==> src/rtl/issue_exec_alu_queue.sv <==
// issue_exec_alu_queue
//   Issue/execute stage for the ALU lane. Each accepted reservation-station
//   bundle is evaluated by a width-generic ALU at enqueue time. The tag,
//   commands, result, flags and pass-through operand are parked in a
//   DEPTH-entry circular FIFO until downstream grants the head entry.
//
// Ports
//   clk_i, reset_i                 clock, synchronous active-high reset
//   readyRS_i                      RS presents a valid bundle
//   reservationStationVal1_i/2_i   operands A / B
//   RSVal3_i                       pass-through value
//   reservationStationCommands_i   command bits, ALU op = [4:2]
//   reservationStationTag_i        ROB tag
//   stallRS_o                      RS must hold its bundle
//   flush_i                        drop all entries and the current input
//   canGo_i                        downstream accepts the head entry
//   valid_o                        head entry present
//   executeTag_o/Commands_o/Val_o  head tag / commands / ALU result
//   executeFlags_o                 head {carry, overflow, zero, negative}
//   RSVal3_o                       head pass-through value
//   count_o                        entries held
module issue_exec_alu_queue #(
  parameter int DATA_W     = 64,
  parameter int CMD_W      = 10,
  parameter int ROBsize    = 8,
  parameter int ROBsizeLog = $clog2(ROBsize + 1),
  parameter int DEPTH      = 2,
  parameter int CNT_W      = $clog2(DEPTH + 1)
) (
  input  logic                  clk_i,
  input  logic                  reset_i,
  input  logic                  readyRS_i,
  input  logic [DATA_W-1:0]     reservationStationVal1_i,
  input  logic [DATA_W-1:0]     reservationStationVal2_i,
  input  logic [DATA_W-1:0]     RSVal3_i,
  input  logic [CMD_W-1:0]      reservationStationCommands_i,
  input  logic [ROBsizeLog-1:0] reservationStationTag_i,
  output logic                  stallRS_o,
  input  logic                  flush_i,
  input  logic                  canGo_i,
  output logic                  valid_o,
  output logic [ROBsizeLog-1:0] executeTag_o,
  output logic [CMD_W-1:0]      executeCommands_o,
  output logic [DATA_W-1:0]     executeVal_o,
  output logic [3:0]            executeFlags_o,
  output logic [DATA_W-1:0]     RSVal3_o,
  output logic [CNT_W-1:0]      count_o
);

  localparam int PTR_W = (DEPTH > 1) ? $clog2(DEPTH) : 1;
  localparam logic [PTR_W-1:0] LAST_PTR = PTR_W'(DEPTH - 1);
  localparam logic [CNT_W-1:0] FULL_CNT = CNT_W'(DEPTH);

  typedef enum logic [2:0] {
    OP_PASS_B = 3'b000,
    OP_ZERO_1 = 3'b001,
    OP_ADD    = 3'b010,
    OP_SUB    = 3'b011,
    OP_AND    = 3'b100,
    OP_OR     = 3'b101,
    OP_XOR    = 3'b110,
    OP_ZERO_7 = 3'b111
  } alu_op_e;

  // ---------------------------------------------------------------- ALU
  alu_op_e           op;
  logic              is_sub;
  logic              is_arith;
  logic [DATA_W-1:0] a;
  logic [DATA_W-1:0] b_eff;
  logic [DATA_W:0]   cin_ext;
  logic [DATA_W:0]   sum_ext;
  logic [DATA_W-1:0] alu_res;
  logic [3:0]        alu_flags;

  always_comb begin
    op         = alu_op_e'(reservationStationCommands_i[4:2]);
    a          = reservationStationVal1_i;
    is_sub     = (op == OP_SUB);
    is_arith   = (op == OP_ADD) || (op == OP_SUB);
    // Subtraction reuses the adder as A + ~B + 1 so carry means "no borrow".
    b_eff      = is_sub ? ~reservationStationVal2_i : reservationStationVal2_i;
    cin_ext    = '0;
    cin_ext[0] = is_sub;
    sum_ext    = {1'b0, a} + {1'b0, b_eff} + cin_ext;

    alu_res = '0;
    unique case (op)
      OP_PASS_B:      alu_res = reservationStationVal2_i;
      OP_ADD, OP_SUB: alu_res = sum_ext[DATA_W-1:0];
      OP_AND:         alu_res = a & reservationStationVal2_i;
      OP_OR:          alu_res = a | reservationStationVal2_i;
      OP_XOR:         alu_res = a ^ reservationStationVal2_i;
      default:        alu_res = '0;
    endcase

    alu_flags[3] = is_arith & sum_ext[DATA_W];
    alu_flags[2] = is_arith & (a[DATA_W-1] == b_eff[DATA_W-1])
                            & (sum_ext[DATA_W-1] != a[DATA_W-1]);
    alu_flags[1] = (alu_res == '0);
    alu_flags[0] = alu_res[DATA_W-1];
  end

  // --------------------------------------------------------------- FIFO
  logic [ROBsizeLog-1:0] tag_q   [DEPTH];
  logic [CMD_W-1:0]      cmd_q   [DEPTH];
  logic [DATA_W-1:0]     val_q   [DEPTH];
  logic [3:0]            flags_q [DEPTH];
  logic [DATA_W-1:0]     val3_q  [DEPTH];
  logic [PTR_W-1:0]      head_q;
  logic [PTR_W-1:0]      tail_q;
  logic [CNT_W-1:0]      count_q;
  logic                  enq;
  logic                  deq;

  function automatic logic [PTR_W-1:0] next_ptr(input logic [PTR_W-1:0] p);
    return (p == LAST_PTR) ? '0 : p + 1'b1;
  endfunction

  // A full queue still accepts when the head leaves in the same cycle.
  assign stallRS_o = (count_q == FULL_CNT) & ~canGo_i;
  assign valid_o   = (count_q != '0);
  assign enq       = readyRS_i & ~stallRS_o & ~flush_i;
  assign deq       = valid_o & canGo_i & ~flush_i;

  always_ff @(posedge clk_i) begin
    if (reset_i) begin
      tag_q   <= '{default: '0};
      cmd_q   <= '{default: '0};
      val_q   <= '{default: '0};
      flags_q <= '{default: '0};
      val3_q  <= '{default: '0};
      head_q  <= '0;
      tail_q  <= '0;
      count_q <= '0;
    end else if (flush_i) begin
      head_q  <= '0;
      tail_q  <= '0;
      count_q <= '0;
    end else begin
      if (enq) begin
        tag_q[tail_q]   <= reservationStationTag_i;
        cmd_q[tail_q]   <= reservationStationCommands_i;
        val_q[tail_q]   <= alu_res;
        flags_q[tail_q] <= alu_flags;
        val3_q[tail_q]  <= RSVal3_i;
        tail_q          <= next_ptr(tail_q);
      end
      if (deq) begin
        head_q <= next_ptr(head_q);
      end
      unique case ({enq, deq})
        2'b10:   count_q <= count_q + 1'b1;
        2'b01:   count_q <= count_q - 1'b1;
        default: count_q <= count_q;
      endcase
    end
  end

  assign executeTag_o      = tag_q[head_q];
  assign executeCommands_o = cmd_q[head_q];
  assign executeVal_o      = val_q[head_q];
  assign executeFlags_o    = flags_q[head_q];
  assign RSVal3_o          = val3_q[head_q];
  assign count_o           = count_q;

endmodule

==> config.mk <==
export PLATFORM = sky130hd
export DESIGN_NAME = issue_exec_alu_queue
export DESIGN_NICKNAME = d
export VERILOG_FILES = /design/src/rtl/issue_exec_alu_queue.sv
export SDC_FILE = /design/constraint.sdc
export NUM_CORES = 1
export LEC_CHECK = 0
export CAP_MARGIN = 15
export CORE_ASPECT_RATIO = 1.1
export CORE_UTILIZATION = 40
export DETAILED_ROUTE_END_ITERATION = 8
export PLACE_DENSITY_LB_ADDON = 0.1
export SYNTH_ARGS = -nofsm -noshare
export SYNTH_HDL_FRONTEND = slang
export SYNTH_SLANG_ARGS = --single-unit
==> constraint.sdc <==
create_clock -name clk_i -period 13.58 [get_ports clk_i]
set_input_delay 2.037 -clock clk_i [delete_from_list [all_inputs] [get_ports clk_i]]
set_output_delay 2.037 -clock clk_i [all_outputs]
set_load 0.02 [all_outputs]
==> results.md <==
* Result of the run: complete, no violations
* Total detailed-routing wirelength at 78700 µm
* Largest vdd supply drop at ~0.00007 V
* Hold Slack at roughly 450 ps
* CTS tree: done
* Number of enable flip-flop cells after synthesis at 0
* Post-CTS Setup Inserts at 0
* Placed wire-length estimate after detailed placement at approximately 59000 µm
* Worst path arrival time at about 8500 ps
* Largest area contributor in the synthesized netlist: sky130_fd_sc_hd__dfxtp_1
* Vias at 21120
* Fraction of layout instances using a drive strength above 1 at 0.08523
* CP Cell Sequence: clkdlybuf4s50_1 -> buf_4 -> and3b_4 -> buf_4 -> xnor2_1 -> ha_1 -> a21oi_1 -> o21a_1 -> o21a_1 -> o31ai_1 -> nor4_1 -> a211oi_2 -> nand4_1 -> or4_1 -> nor4_1 -> nand4_1 -> o41ai_2
* DIE AREA at 54430 µm²
* Count of endpoints failing hold in the final timing report at 0
* DRC violations left at 0
* Clock latency on the worst-skew pair at approximately 550 ps
* Number of buffers on the longest clock path at 3
* Leakage at between 10 and 15 nW
* Most instantiated cells after synthesis: sky130_fd_sc_hd__nand2_1 (455), sky130_fd_sc_hd__dfxtp_1 (294), sky130_fd_sc_hd__a21oi_1 (293)
* Period Utilization, post-route at 0.5906
* Time the final worst path needs with I/O delays and setup at about 8000 ps
* Number of gates resized after CTS at 0
* Cell total after placement at ~3700
* Routed Antenna Nets at 0
* Hold-fix buffer count after cts at 0
* Dominant synthesized flop cell: sky130_fd_sc_hd__dfxtp_1
* Ports at ~360
* Hold path startpoint: flags_q[7]
* Height of the chip at roughly 240 µm
* Mean cell area of the mapped netlist at about 7.7 µm²
* Critical path class: input port to register
* Wire length of the first global-routing pass at about 120000 µm
* Launching element type of the critical path: input port
* Syn nets at about 3200
* Power density over the cells at 94.16 nW/µm²
* Max-cap viol count at 0
* Die span in x at roughly 220 µm
* Routed wire per std cell at about 21 µm
* Final Skew at ~7.1 ps
* Number of port buffers at between 300 and 400
* Number of core rows at just under 90
* Vias in the first global route at between 20000 and 25000
* Number of warnings reported in the yosys synthesis log at 0
* Sequential share of the synthesized area at 0.2751
* RePlAce Congestion at about 0.96
* Number of detailed-routing iterations run before antenna repair at 6
* Area contributors post-synth: sky130_fd_sc_hd__dfxtp_1 (28%), sky130_fd_sc_hd__ha_1 (12%), sky130_fd_sc_hd__mux2_2 (8.2%), sky130_fd_sc_hd__nand2_1 (8.0%), sky130_fd_sc_hd__a21oi_1 (6.9%)
* Most repeated cell in the gate-level netlist after synthesis: sky130_fd_sc_hd__nand2_1
* Final cell count without fillers at between 3000 and 4000
* Setup ws final at 5560 ps
* Number of endpoints failing setup at the final stage at 0
* Synthesized netlist cell count at approximately 2800
* Overall fraction of global-route tracks in use at 0.2781
* Beginning of the critical path: reservationStationCommands_i[2]
* Crit path max-delay cell type: sky130_fd_sc_hd__o31ai_1
* Number of H-tree branching levels at 1
* FF+latch count, synth at 294
* Upper clock frequency limit at ~120 MHz
* Combined area of all synthesized cells at about 21000 µm²
* Crit end category: register
* Clock buffers created by TritonCTS at 27
* Total negative slack for setup checks at 0 ps
* CP Data Required Time at ~14000 ps
* Worst hold path class: register to register
* Pins Over Slew Limit at 0
* Maximum number of pins on one net before global-route repair at 121
* Number of nets in the layout at ~3400
* Largest stage delay on the critical path at about 840 ps
* Clock root buffer master: sky130_fd_sc_hd__clkbuf_16
* Register clock-pin slew on the reported worst setup and hold paths at 60 ps
* Relative slew margins at 0.2703
* Slew of the pin with the lowest slew margin at approximately 1100 ps
* Residual overflow from global routing at 0
* Antenna Diode Count at 0
* Highest fanout seen on the critical path at between 50 and 60
* Vias per Instance at approximately 5.7
* Core Region at approximately 53000 µm²
* RSZ-0062 raised after global routing: no
* Worst reg2reg startpoint: count_o[0]
* Area share of the largest cell type after synthesis at 0.2751
* Clock sink count at ~300
* Layout overhead on the synthesized area at 22.52%
* Distinct cells, synth at 78
* Starting density of the core at 0.4066
* Post-synthesis async set-or-reset flop share at 0
* Antenna violations before repair at 0
* Starting DRC count in detailed routing at roughly 1300
* DP Worst Slack at roughly 5000 ps
==> worst max-delay path, delay by kind of cell <==
kind	cells	cell delay, ps
AND/OR/NAND/NOR	6	1950
buffers and inverters	3	1560
AO/OA/AOI/OAI	6	2180
adder cells (fa/ha/maj)	1	480
XOR/XNOR	1	140
==> layout by cell type, fill, tap and decap left out, drive strengths merged, types with 8 or more instances in the layout <==
| cell | count |
|---|---|
| nand2 | 456 |
| clkdlybuf4s50 | 357 |
| a21oi | 295 |
| dfxtp | 294 |
| nor2 | 260 |
| ha | 208 |
| mux2 | 156 |
| inv | 147 |
| a211oi | 127 |
| o21ai | 88 |
| xnor2 | 82 |
| nor3 | 52 |
| nand4 | 47 |
| clkbuf | 43 |
| o211ai | 31 |
| a22oi | 28 |
| buf | 28 |
| mux2i | 25 |
| nand3 | 25 |
| a21o | 24 |
| a31oi | 19 |
| o21a | 18 |
| o22ai | 16 |
| and3 | 13 |
| or3 | 13 |
| xor2 | 12 |
| a221oi | 12 |
| and4 | 10 |
| nor4 | 10 |
| a22o | 9 |
| o31ai | 8 |
==> where the power goes <==
group | total (W) | internal [W] | switching (W) | leakage, nW
clock network | 0.000759 | 0.000432 | 0.000327 | 0.435
logic | 0.000803 | 0.000311 | 0.000492 | 7.36
registers | 0.000907 | 0.000892 | 0.0000152 | 2.39
==> cells by family after synthesis <==
| group | after synthesis | synth area share |
|---|---|---|
| compound gates | 741 | 0.2218 |
| xor+xnor | 94 | 0.03848 |
| fa+ha+maj | 209 | 0.1226 |
| buf+inv | 336 | 0.06029 |
| flops | 294 | 0.2751 |
| mux | 181 | 0.09379 |
| simple gates | 929 | 0.1880 |
==> metal layers <==
metal	wire, µm	track usage
met1	35210	0.3716
met3	4437	0.03148
met2	37490	0.4770
met4	1557	0.06268
met5	0	0
==> worst paths after layout <==
| kind | end | slack [ps] | cells past startpoint |
|---|---|---|---|
| worst max register to register | flags_q[5] | 10140 | 8 |
| worst min-delay path | flags_q[7] | 450 | 2 |
| worst min register to register | flags_q[7] | 450 | 2 |
| worst max-delay path | flags_q[5] | 5560 | 17 |
==> through the flow <==
stage / total power, W / util / cell area, µm²
after floorplan: 0.001402 / - / 21400
after global placement: 0.001709 / 0.4815 / 25340
after detailed placement: 0.001716 / 0.4815 / 25340
after CTS: 0.002477 / 0.4981 / 26220
after global routing: 0.002592 / 0.4981 / 26220
final: 0.002469 / 0.4981 / 26220
==> flip-flops by register name (all words and copies together) (netlist names) <==
name / count
count_o: 2
cmd_q: 20
head_q: 1
tail_q: 1
val3_q: 128
tag_q: 8
val_q: 126
flags_q: 8
==> area by class of cell <==
class / count / area, µm²
multi-input cells: 2154 / 14270
flip-flops and latches: 294 / 5889
clock inverters: 5 / 51.30
inverters: 146 / 548.0
repair buffers: 386 / 3792
fillers: 5199 / 26410
well taps: 675 / 844.6
clock buffers: 42 / 822.0
(Power assumes the default switching activity.)
